**src/rtl/txpu_gen2_if.sv**
```systemverilog
// Byte-transmitter link used by txpu_gen2: byte/valid/ready handshake plus EOP request/done.
interface txpu_gen2_if;
    logic [7:0] tx_byte;
    logic       tx_valid;
    logic       tx_ready;
    logic       eop;
    logic       eop_done;

    modport master (output tx_byte, tx_valid, eop, input tx_ready, eop_done);
    modport slave  (input tx_byte, tx_valid, eop, output tx_ready, eop_done);
endinterface

```
**src/rtl/txpu_gen2.sv**
```systemverilog
// USB transmit packet controller: handshake and DATA0/DATA1 packets with payload, CRC16 and EOP.
// Optional inter-packet gap state enabled by defining TXPU_GAP_EN.
module txpu_gen2 #(
    parameter int unsigned MAX_PAYLOAD = 64,
    parameter int unsigned LEN_W       = 7,
    parameter int unsigned IPG_CYCLES  = 8
) (
    input  logic             clk,
    input  logic             n_rst,
    input  logic             send_hs,
    input  logic [1:0]       hs_pid,
    input  logic             send_data,
    input  logic [LEN_W-1:0] data_len,
    input  logic             data_ack,
    input  logic             toggle_clr,
    input  logic [7:0]       fifo_rdata,
    input  logic             fifo_empty,
    input  logic [15:0]      crc16_in,
    txpu_gen2_if.master      tx,
    output logic             fifo_r_enable,
    output logic             crc_clear,
    output logic             crc_calc,
    output logic             is_txing,
    output logic             toggle,
    output logic             underrun
);

`ifdef TXPU_GAP_EN
    typedef enum logic [2:0] {
        S_IDLE, S_SYNC, S_PID, S_DATA, S_CRC_LO, S_CRC_HI, S_EOP, S_GAP
    } state_t;
    localparam int unsigned GAP_W = (IPG_CYCLES > 1) ? $clog2(IPG_CYCLES) : 1;
    logic [GAP_W-1:0] gap_cnt;
`else
    typedef enum logic [2:0] {
        S_IDLE, S_SYNC, S_PID, S_DATA, S_CRC_LO, S_CRC_HI, S_EOP
    } state_t;
`endif

    localparam logic [LEN_W-1:0] LEN_MAX = LEN_W'(MAX_PAYLOAD);

    state_t           state;
    logic [LEN_W-1:0] len_q;
    logic [LEN_W-1:0] cnt;
    logic [LEN_W-1:0] cnt_inc;
    logic [1:0]       hs_sel;
    logic             is_hs;
    logic             chk_q;
    logic [7:0]       hs_byte;
    logic [7:0]       byte_mux;
    logic             valid_mux;
    logic             xfer;

    assign cnt_inc = cnt + LEN_W'(1);

    always_comb begin
        case (hs_sel)
            2'b00:   hs_byte = 8'hD2;
            2'b10:   hs_byte = 8'h1E;
            default: hs_byte = 8'h5A;
        endcase
    end

    // Payload bytes pass straight from the FWFT FIFO head so a pop lands in the transfer cycle.
    always_comb begin
        byte_mux  = 8'h00;
        valid_mux = 1'b0;
        case (state)
            S_SYNC:   begin byte_mux = 8'h80;          valid_mux = 1'b1; end
            S_PID:    begin
                byte_mux  = is_hs ? hs_byte : (toggle ? 8'h4B : 8'hC3);
                valid_mux = 1'b1;
            end
            S_DATA:   begin byte_mux = fifo_rdata;     valid_mux = !fifo_empty; end
            S_CRC_LO: begin byte_mux = crc16_in[7:0];  valid_mux = 1'b1; end
            S_CRC_HI: begin byte_mux = crc16_in[15:8]; valid_mux = 1'b1; end
            default:  ;
        endcase
    end

    assign tx.tx_byte    = byte_mux;
    assign tx.tx_valid   = valid_mux;
    assign tx.eop        = (state == S_EOP);
    assign is_txing      = (state != S_IDLE);
    assign xfer          = valid_mux && tx.tx_ready;
    assign fifo_r_enable = (state == S_DATA) && xfer;
    assign crc_calc      = (state == S_DATA) && xfer;

    always_ff @(posedge clk or negedge n_rst) begin
        if (!n_rst) begin
            state     <= S_IDLE;
            len_q     <= '0;
            cnt       <= '0;
            hs_sel    <= '0;
            is_hs     <= 1'b0;
            chk_q     <= 1'b0;
            crc_clear <= 1'b0;
            underrun  <= 1'b0;
`ifdef TXPU_GAP_EN
            gap_cnt   <= '0;
`endif
        end else begin
            crc_clear <= 1'b0;
            underrun  <= 1'b0;
            case (state)
                S_IDLE: begin
                    if (send_hs || send_data) begin
                        state     <= S_SYNC;
                        crc_clear <= 1'b1;
                        is_hs     <= send_hs;
                        hs_sel    <= hs_pid;
                        len_q     <= (data_len > LEN_MAX) ? LEN_MAX : data_len;
                        cnt       <= '0;
                    end
                end
                S_SYNC: if (xfer) state <= S_PID;
                S_PID: begin
                    if (xfer) begin
                        if (is_hs) begin
                            state <= S_EOP;
                        end else if (len_q != '0) begin
                            state <= S_DATA;
                            chk_q <= 1'b1;
                        end else begin
                            state <= S_CRC_LO;
                        end
                    end
                end
                // chk_q marks the cycles where an empty FIFO counts as underrun.
                S_DATA: begin
                    chk_q <= 1'b0;
                    if (chk_q && fifo_empty) begin
                        underrun <= 1'b1;
                        state    <= S_EOP;
                    end else if (xfer) begin
                        cnt <= cnt_inc;
                        if (cnt_inc == len_q) state <= S_CRC_LO;
                        else                  chk_q <= 1'b1;
                    end
                end
                S_CRC_LO: if (xfer) state <= S_CRC_HI;
                S_CRC_HI: if (xfer) state <= S_EOP;
                S_EOP: begin
                    if (tx.eop_done) begin
`ifdef TXPU_GAP_EN
                        state   <= S_GAP;
                        gap_cnt <= GAP_W'(IPG_CYCLES - 1);
`else
                        state   <= S_IDLE;
`endif
                    end
                end
`ifdef TXPU_GAP_EN
                S_GAP: begin
                    if (gap_cnt == '0) state <= S_IDLE;
                    else               gap_cnt <= gap_cnt - GAP_W'(1);
                end
`endif
                default: state <= S_IDLE;
            endcase
        end
    end

    always_ff @(posedge clk or negedge n_rst) begin
        if (!n_rst)          toggle <= 1'b0;
        else if (toggle_clr) toggle <= 1'b0;
        else if (data_ack)   toggle <= ~toggle;
    end

endmodule
```
**src/flat_wrapper.sv**
```systemverilog
// flat-port wrapper written by rule: the top's interface ports become plain ports
module txpu_gen2_flat 
#(
    parameter int unsigned MAX_PAYLOAD = 64,
    parameter int unsigned LEN_W       = 7,
    parameter int unsigned IPG_CYCLES  = 8
)
  (clk, n_rst, send_hs, hs_pid, send_data, data_len, data_ack, toggle_clr, fifo_rdata, fifo_empty, crc16_in, fifo_r_enable, crc_clear, crc_calc, is_txing, toggle, underrun, tx_tx_byte, tx_tx_valid, tx_eop, tx_tx_ready, tx_eop_done);
  txpu_gen2_if tx_i ();
  input  logic clk;
  input  logic n_rst;
  input  logic send_hs;
  input  logic [1:0] hs_pid;
  input  logic send_data;
  input  logic [LEN_W-1:0] data_len;
  input  logic data_ack;
  input  logic toggle_clr;
  input  logic [7:0] fifo_rdata;
  input  logic fifo_empty;
  input  logic [15:0] crc16_in;
  output logic fifo_r_enable;
  output logic crc_clear;
  output logic crc_calc;
  output logic is_txing;
  output logic toggle;
  output logic underrun;
  output wire logic [$bits(tx_i.tx_byte)-1:0] tx_tx_byte;
  output wire logic [$bits(tx_i.tx_valid)-1:0] tx_tx_valid;
  output wire logic [$bits(tx_i.eop)-1:0] tx_eop;
  input wire logic [$bits(tx_i.tx_ready)-1:0] tx_tx_ready;
  input wire logic [$bits(tx_i.eop_done)-1:0] tx_eop_done;
  assign tx_tx_byte = tx_i.tx_byte;
  assign tx_tx_valid = tx_i.tx_valid;
  assign tx_eop = tx_i.eop;
  assign tx_i.tx_ready = tx_tx_ready;
  assign tx_i.eop_done = tx_eop_done;
  txpu_gen2 #(.MAX_PAYLOAD(MAX_PAYLOAD), .LEN_W(LEN_W), .IPG_CYCLES(IPG_CYCLES)) u_core (.clk(clk), .n_rst(n_rst), .send_hs(send_hs), .hs_pid(hs_pid), .send_data(send_data), .data_len(data_len), .data_ack(data_ack), .toggle_clr(toggle_clr), .fifo_rdata(fifo_rdata), .fifo_empty(fifo_empty), .crc16_in(crc16_in), .tx(tx_i), .fifo_r_enable(fifo_r_enable), .crc_clear(crc_clear), .crc_calc(crc_calc), .is_txing(is_txing), .toggle(toggle), .underrun(underrun));
endmodule
```
**config.mk**
```make
export PLATFORM = sky130hd
export DESIGN_NAME = txpu_gen2_flat
export DESIGN_NICKNAME = d
export VERILOG_FILES = /design/src/rtl/txpu_gen2_if.sv /design/src/rtl/txpu_gen2.sv /design/src/flat_wrapper.sv
export SDC_FILE = /design/constraint.sdc
export NUM_CORES = 1
export LEC_CHECK = 0
export CELL_PAD_IN_SITES_DETAIL_PLACEMENT = 0
export CELL_PAD_IN_SITES_GLOBAL_PLACEMENT = 2
export CORE_MARGIN = 5
export CORE_UTILIZATION = 25
export CTS_BUF_LIST = sky130_fd_sc_hd__clkbuf_16
export CTS_CLUSTER_SIZE = 20
export DETAILED_ROUTE_END_ITERATION = 16
export GPL_ROUTABILITY_DRIVEN = 0
export PLACE_DENSITY_LB_ADDON = 0.1
export SKIP_LAST_GASP = 1
export SLEW_MARGIN = 20
export SYNTH_ARGS = -nofsm -noshare
export SYNTH_HDL_FRONTEND = slang
export SYNTH_SLANG_ARGS = --single-unit
```
**constraint.sdc**
```tcl
create_clock -name clk -period 1.85 [get_ports clk]
set_input_delay 0.37 -clock clk [delete_from_list [all_inputs] [get_ports clk]]
set_output_delay 0.37 -clock clk [all_outputs]
set_load 0.005 [all_outputs]
```
## Word level (Yosys, flattened, before mapping)

Index checks and enable logic that the tools add are counted.
W data, S select, Z words.

- Memories kept: 0
- Logic and storage cells: 84
- Bits in read-only memories: 0
- Output and inout port bits: 16
- Bits in writable memories: 0
- Input port bits: 42
- Latch bits: 0
- Flip-flop bits (word level): 24

- Multiplexer cells: 35
- Reduce and logical (&&, ||, !) cells: 17
- Magnitude comparators: 1
- Shift operators: 0
- Eq/ne operators: 20
- Div/mod/pow operators: 0
- Add/sub/neg operators: 1
- Multipliers: 0
- Bitwise gates (word level): 1

Operators by type and width:

| cell | number |
|---|---|
| $pmux W8 S5 | 1 |
| $mux W3 | 11 |
| $mux W7 | 4 |
| $pmux W3 S7 | 1 |
| $mux W8 | 2 |
| $ne A2 B1 Y1 const B | 8 |
| $pmux W8 S2 | 1 |
| $pmux W7 S2 | 1 |
| $mux W1 | 12 |
| $eq A3 B3 Y1 const B | 3 |
| $reduce_and A4 Y1 | 2 |
| $reduce_and A8 Y1 | 1 |
| $add A7 B1 Y7 const B | 1 |
| $eq A7 B7 Y1 | 1 |
| $gt A7 B7 Y1 const B | 1 |
| $reduce_bool A7 Y1 | 1 |
| $eq A3 B2 Y1 const B | 2 |
| $reduce_bool A2 Y1 | 3 |
| $ne A2 B2 Y1 const B | 2 |
| $pmux W1 S2 | 2 |
| $reduce_or A4 Y1 | 1 |
| $eq A3 B1 Y1 const B | 1 |
| $logic_and A1 B1 Y1 | 3 |
| $logic_not A3 Y1 | 1 |
| 9 further kinds | 9 |

## Depth between registers and ports, before layout

Gate-level depths: netlist of run 1.

- Depth in word-level cells: 7
- Depth in mapped cells: 8
- Depth with buffers taken out: 6

## Least setup slack after synthesis of run 1

Ideal clock, no wire load.

- Path kind: register to output
- From: register u_core.state[1]
- To: output port fifo_r_enable
- Required time: 1480 ps
- Cell stages (with the launch flop): 8
- Data arrival time: 1415 ps
- Buffers on the path: 3
- Setup slack: 65 ps
- Cells stage by stage: dfrtp_1 buf_4 nor3_2 inv_1 o2111ai_1 buf_4 inv_1 buf_4

- Cells in the longest elaborated chain, start to end: 5
- Elaborated cells between the ends (all ways): 9

Ends and longest elaborated chain:

| item | RTL line | source |
|---|---|---|
| start, declared | txpu_gen2.sv:42 | `state_t state;` |
| start signal, assigned | txpu_gen2.sv:91 | `state <= S_IDLE;` |
| start signal, assigned | txpu_gen2.sv:108 | `state <= S_SYNC;` |
| start signal, assigned | txpu_gen2.sv:116 | `S_SYNC: if (xfer) state <= S_PID;` |
| $eq A3 B1 Y1, or another cell as far along | txpu_gen2.sv:68 | `case (state)` |
| $reduce_or A4 Y1 (no line) | - |  |
| $pmux W1 S2 | txpu_gen2.sv:68 |  |
| $logic_and A1 B1 Y1 | txpu_gen2.sv:85 | `assign xfer = valid_mux && tx.tx_ready;` |
| $logic_and A1 B1 Y1 * | - |  |
| end, declared | flat_wrapper.sv:21 | `output logic fifo_r_enable;` |

Mark *: on every way between the ends. The rest lies on a longest branch, timed or not.

## Final worst setup path of run 1

- From: register u_core.state[1]
- To: output port crc_calc

- Cells in the longest elaborated chain, start to end: 5
- Elaborated cells between the ends (all ways): 9

Ends and longest elaborated chain:

| item | RTL line | source |
|---|---|---|
| $eq A3 B1 Y1, or another cell as far along | txpu_gen2.sv:68 |  |
| $reduce_or A4 Y1 (no line) | - |  |
| $pmux W1 S2 | txpu_gen2.sv:68 |  |
| $logic_and A1 B1 Y1 | txpu_gen2.sv:85 |  |
| $logic_and A1 B1 Y1 * | txpu_gen2.sv:87 | `assign crc_calc = (state == S_DATA) && xfer;` |
| end, declared | flat_wrapper.sv:23 | `output logic crc_calc;` |

Marks and branches as above.

==> results.json, run 1 <==
{
  "max-clock-path-buffers": 2,
  "crit_required_ns": 1.48,
  "wirelength_um": 5880,
  "final_common_cell": "buf_4",
  "post_drt_via_cell_ratio": 4.803,
  "path_buf_inv": 5,
  "drt_iter0_markers": 40,
  "via_count": 1955,
  "n_antenna_cell": 0,
  "htreeDepth": 1,
  "p_leak_nw": 1.452,
  "rows": 30,
  "ys.flop_type": "dfrtp_1",
  "dieArea_um2": 8674,
  "cts.reportedPaths.clkPinSlew_ns": 0.06,
  "critPathKind": "reg -> out",
  "ys_seq_area_frac": 0.3476,
  "grt_pass1_wl_um": 9384,
  "tightestPinTransition_ns": 0.3887,
  "syn_area_um2": 1728,
  "power.density_nw_per_um2": 1431,
  "setup-violations-final": 2,
  "cts_root_buf": "clkbuf_16",
  "max_stage_delay_ns": 0.44,
  "worst_setup_path_start_kind": "flop",
  "drv_slew": 0,
  "hold_violations": 0,
  "avgSynthCellArea_um2": 8.151,
  "clock_latency_ns": 0.26,
  "ir_drop_mv": 0.5094,
  "max-slew-margin-rel": 0.7404,
  "status": "complete, but fails checks",
  "final_antenna_net_count": 0,
  "place_ws_ns": -0.3743,
  "crit_chain": "buf_6, buf_6, nor3_4, inv_2, o2111ai_4, inv_2, buf_2",
  "syn_nets": 255,
  "grt_pass1_vias": 1968,
  "clock.fmax_mhz": 531.3,
  "drt-pass1-iter-count": 4,
  "r2r-start": "u_core.cnt[0]",
  "cts_tree": "yes",
  "min_path_type": "in -> async",
  "initial_utilization": 0.2557,
  "drc": 0,
  "dpl_cell_area_um2": 2675,
  "drive_above_1_share": 0.3976,
  "core-area_um2": 6756,
  "final_cell_mix": "buf_4, clkdlybuf4s50_1, nand2_1",
  "cts_sinks": 24,
  "slowest_stage": "dfrtp_2",
  "violations": "setup timing",
  "die_y_um": 93.14,
  "cp_max_fo": 5,
  "grtUsageTotal": 0.1346,
  "port_buffers": 57,
  "ctsHoldBuffers": 0,
  "cts_buffers": 3,
  "ys.warnings.count": 0,
  "fin_crit_sh": 1.017,
  "die_w_um": 93.14,
  "overflow": 0,
  "cp_top_family": "buffers and inverters",
  "ys_types": 51,
  "arrival_ns": 1.51,
  "dp_hpwl_um": 4440,
  "antenna_found_initial": 0,
  "max_cap_viol_count": 0,
  "fin_ws_ns": -0.03219,
  "ys_ff_latch": 24,
  "skew_ns": 0.001445,
  "grt_max_degree": 25,
  "syn2layout_area_growth_pct": 85.45,
  "ios": 58,
  "grt_setup_unrepaired": "true",
  "syn_inst": 212,
  "synth-edff-count": 0,
  "final_cell_area_um2": 3204,
  "worstSetupEndpointType": "primary output",
  "synthArstFlopShare": 1.000,
  "wire_per_inst_um": 14.45,
  "final_core_util": 0.4743,
  "cp-startpoint": "u_core.state[1]",
  "fin_crit_ns": 1.882,
  "nets": 372
}
sequential cells by signal, indices dropped and copies added, names as in the netlist:
register	flops
u_core.state	3
u_core.chk_q	1
u_core.hs_sel	2
u_core.crc_clear	1
u_core.len_q	7
u_core.underrun	1
u_core.toggle	1
u_core.cnt	7
u_core.is_hs	1
power breakdown:
part           total [mW]  switching, mW  internal (mW)
Combinational        3.24           1.44           1.80
Clock               0.483          0.197          0.287
Sequential          0.859          0.166          0.693
Total                4.59           1.81           2.78
routing by layer:
| layer | global-route usage | part of all wire |
|---|---|---|
| met1 | 0.1811 | 0.47 |
| met2 | 0.2220 | 0.48 |
| met3 | 0.02253 | 0.036 |
| met4 | 0.03785 | 0.014 |
| met5 | 0 | 0 |
Yosys cell counts, types with 4 or more instances:
master    number  area (um2)
a21oi_1       12       60.06
a31oi_1        4       25.02
buf_2          6       30.03
buf_4          4       30.03
dfrtp_1       24       600.6
inv_1          6       22.52
mux2i_1        6       60.06
nand2_1       30       112.6
nand2b_1       8       50.05
nand3_1        6       30.03
nor2_1        17       63.81
nor2b_1        5       31.28
o21ai_0       19       95.09
o22ai_1        5       31.28
xnor2_1        4       35.03
xor2_1         4       35.03
worst register-to-register path: stages (launching register included):
cell and delay (ns):
dfrtp_1 0.38, ha_2 0.23, nand2b_1 0.16, a32oi_2 0.25
o2111ai_2 0.18, or3_4 0.43, a21oi_2 0.13
cell type report:
class	count	area, um2
clock buffer	3	75.07
fill	657	3552
inverter	6	27.53
multi-input combinational	167	1241
sequential	24	604.3
tap	80	100.1
timing repair buffer	127	1156
worst paths after layout:
kind / to / slack (ns) / cells past startpoint
hold reg to reg: u_core.hs_sel[0] / 0.50 / 2
max in group asynchronous: u_core.state[2] / 1.09 / 2
min in group clk: u_core.hs_sel[0] / 0.50 / 2
setup / recovery: crc_calc / -0.03 / 7
hold / removal: u_core.cnt[4] / 0.49 / 2
setup reg to reg: u_core.state[2] / 0.01 / 6
per-stage QoR:
step	power, mW	hold slack [ns]	cells	TNS [ns]
final	4.586	0.4860	407	-0.06341
after global routing	4.953	0.5218	407	-0.7118
after global placement	3.388	0.4840	381	-4.197
after detailed placement	3.384	0.4900	381	-4.388
after CTS	4.313	0.4984	403	-0.2425
after floorplan	2.095	0.07441	212	0
what timing repair did:
action | in CTS | in global routing
buffers inserted | 21 | 5
endpoints found under the setup margin | 22 | 20
resized for setup | 77 | 52
gates cloned | 0 | 1
pin swaps | 10 | 14
logic make-up (layout without fill, tap and decap cells):
kind of cell               Yosys count  count (layout)  share of synthesized area
muxes                                6               6                    0.03476
and+or+nand+nor                     83              83                     0.2382
adders and majority gates            1               1                   0.007240
AOI/OAI and AO/OA                   69              69                     0.2672
xor gates and xnor gates             8               8                    0.04055
DFF                                 24              24                     0.3476
buffers and inverters               21             136                    0.06445
Power figures use the tool's default switching activity.
==> inputs of run 2 (changes only) <==
Settings changed: ABC_CLOCK_PERIOD_IN_PS set to 1850.
==> results of run 2 <==
No change in the layout: final DEF, timing and power equal those of run 1.
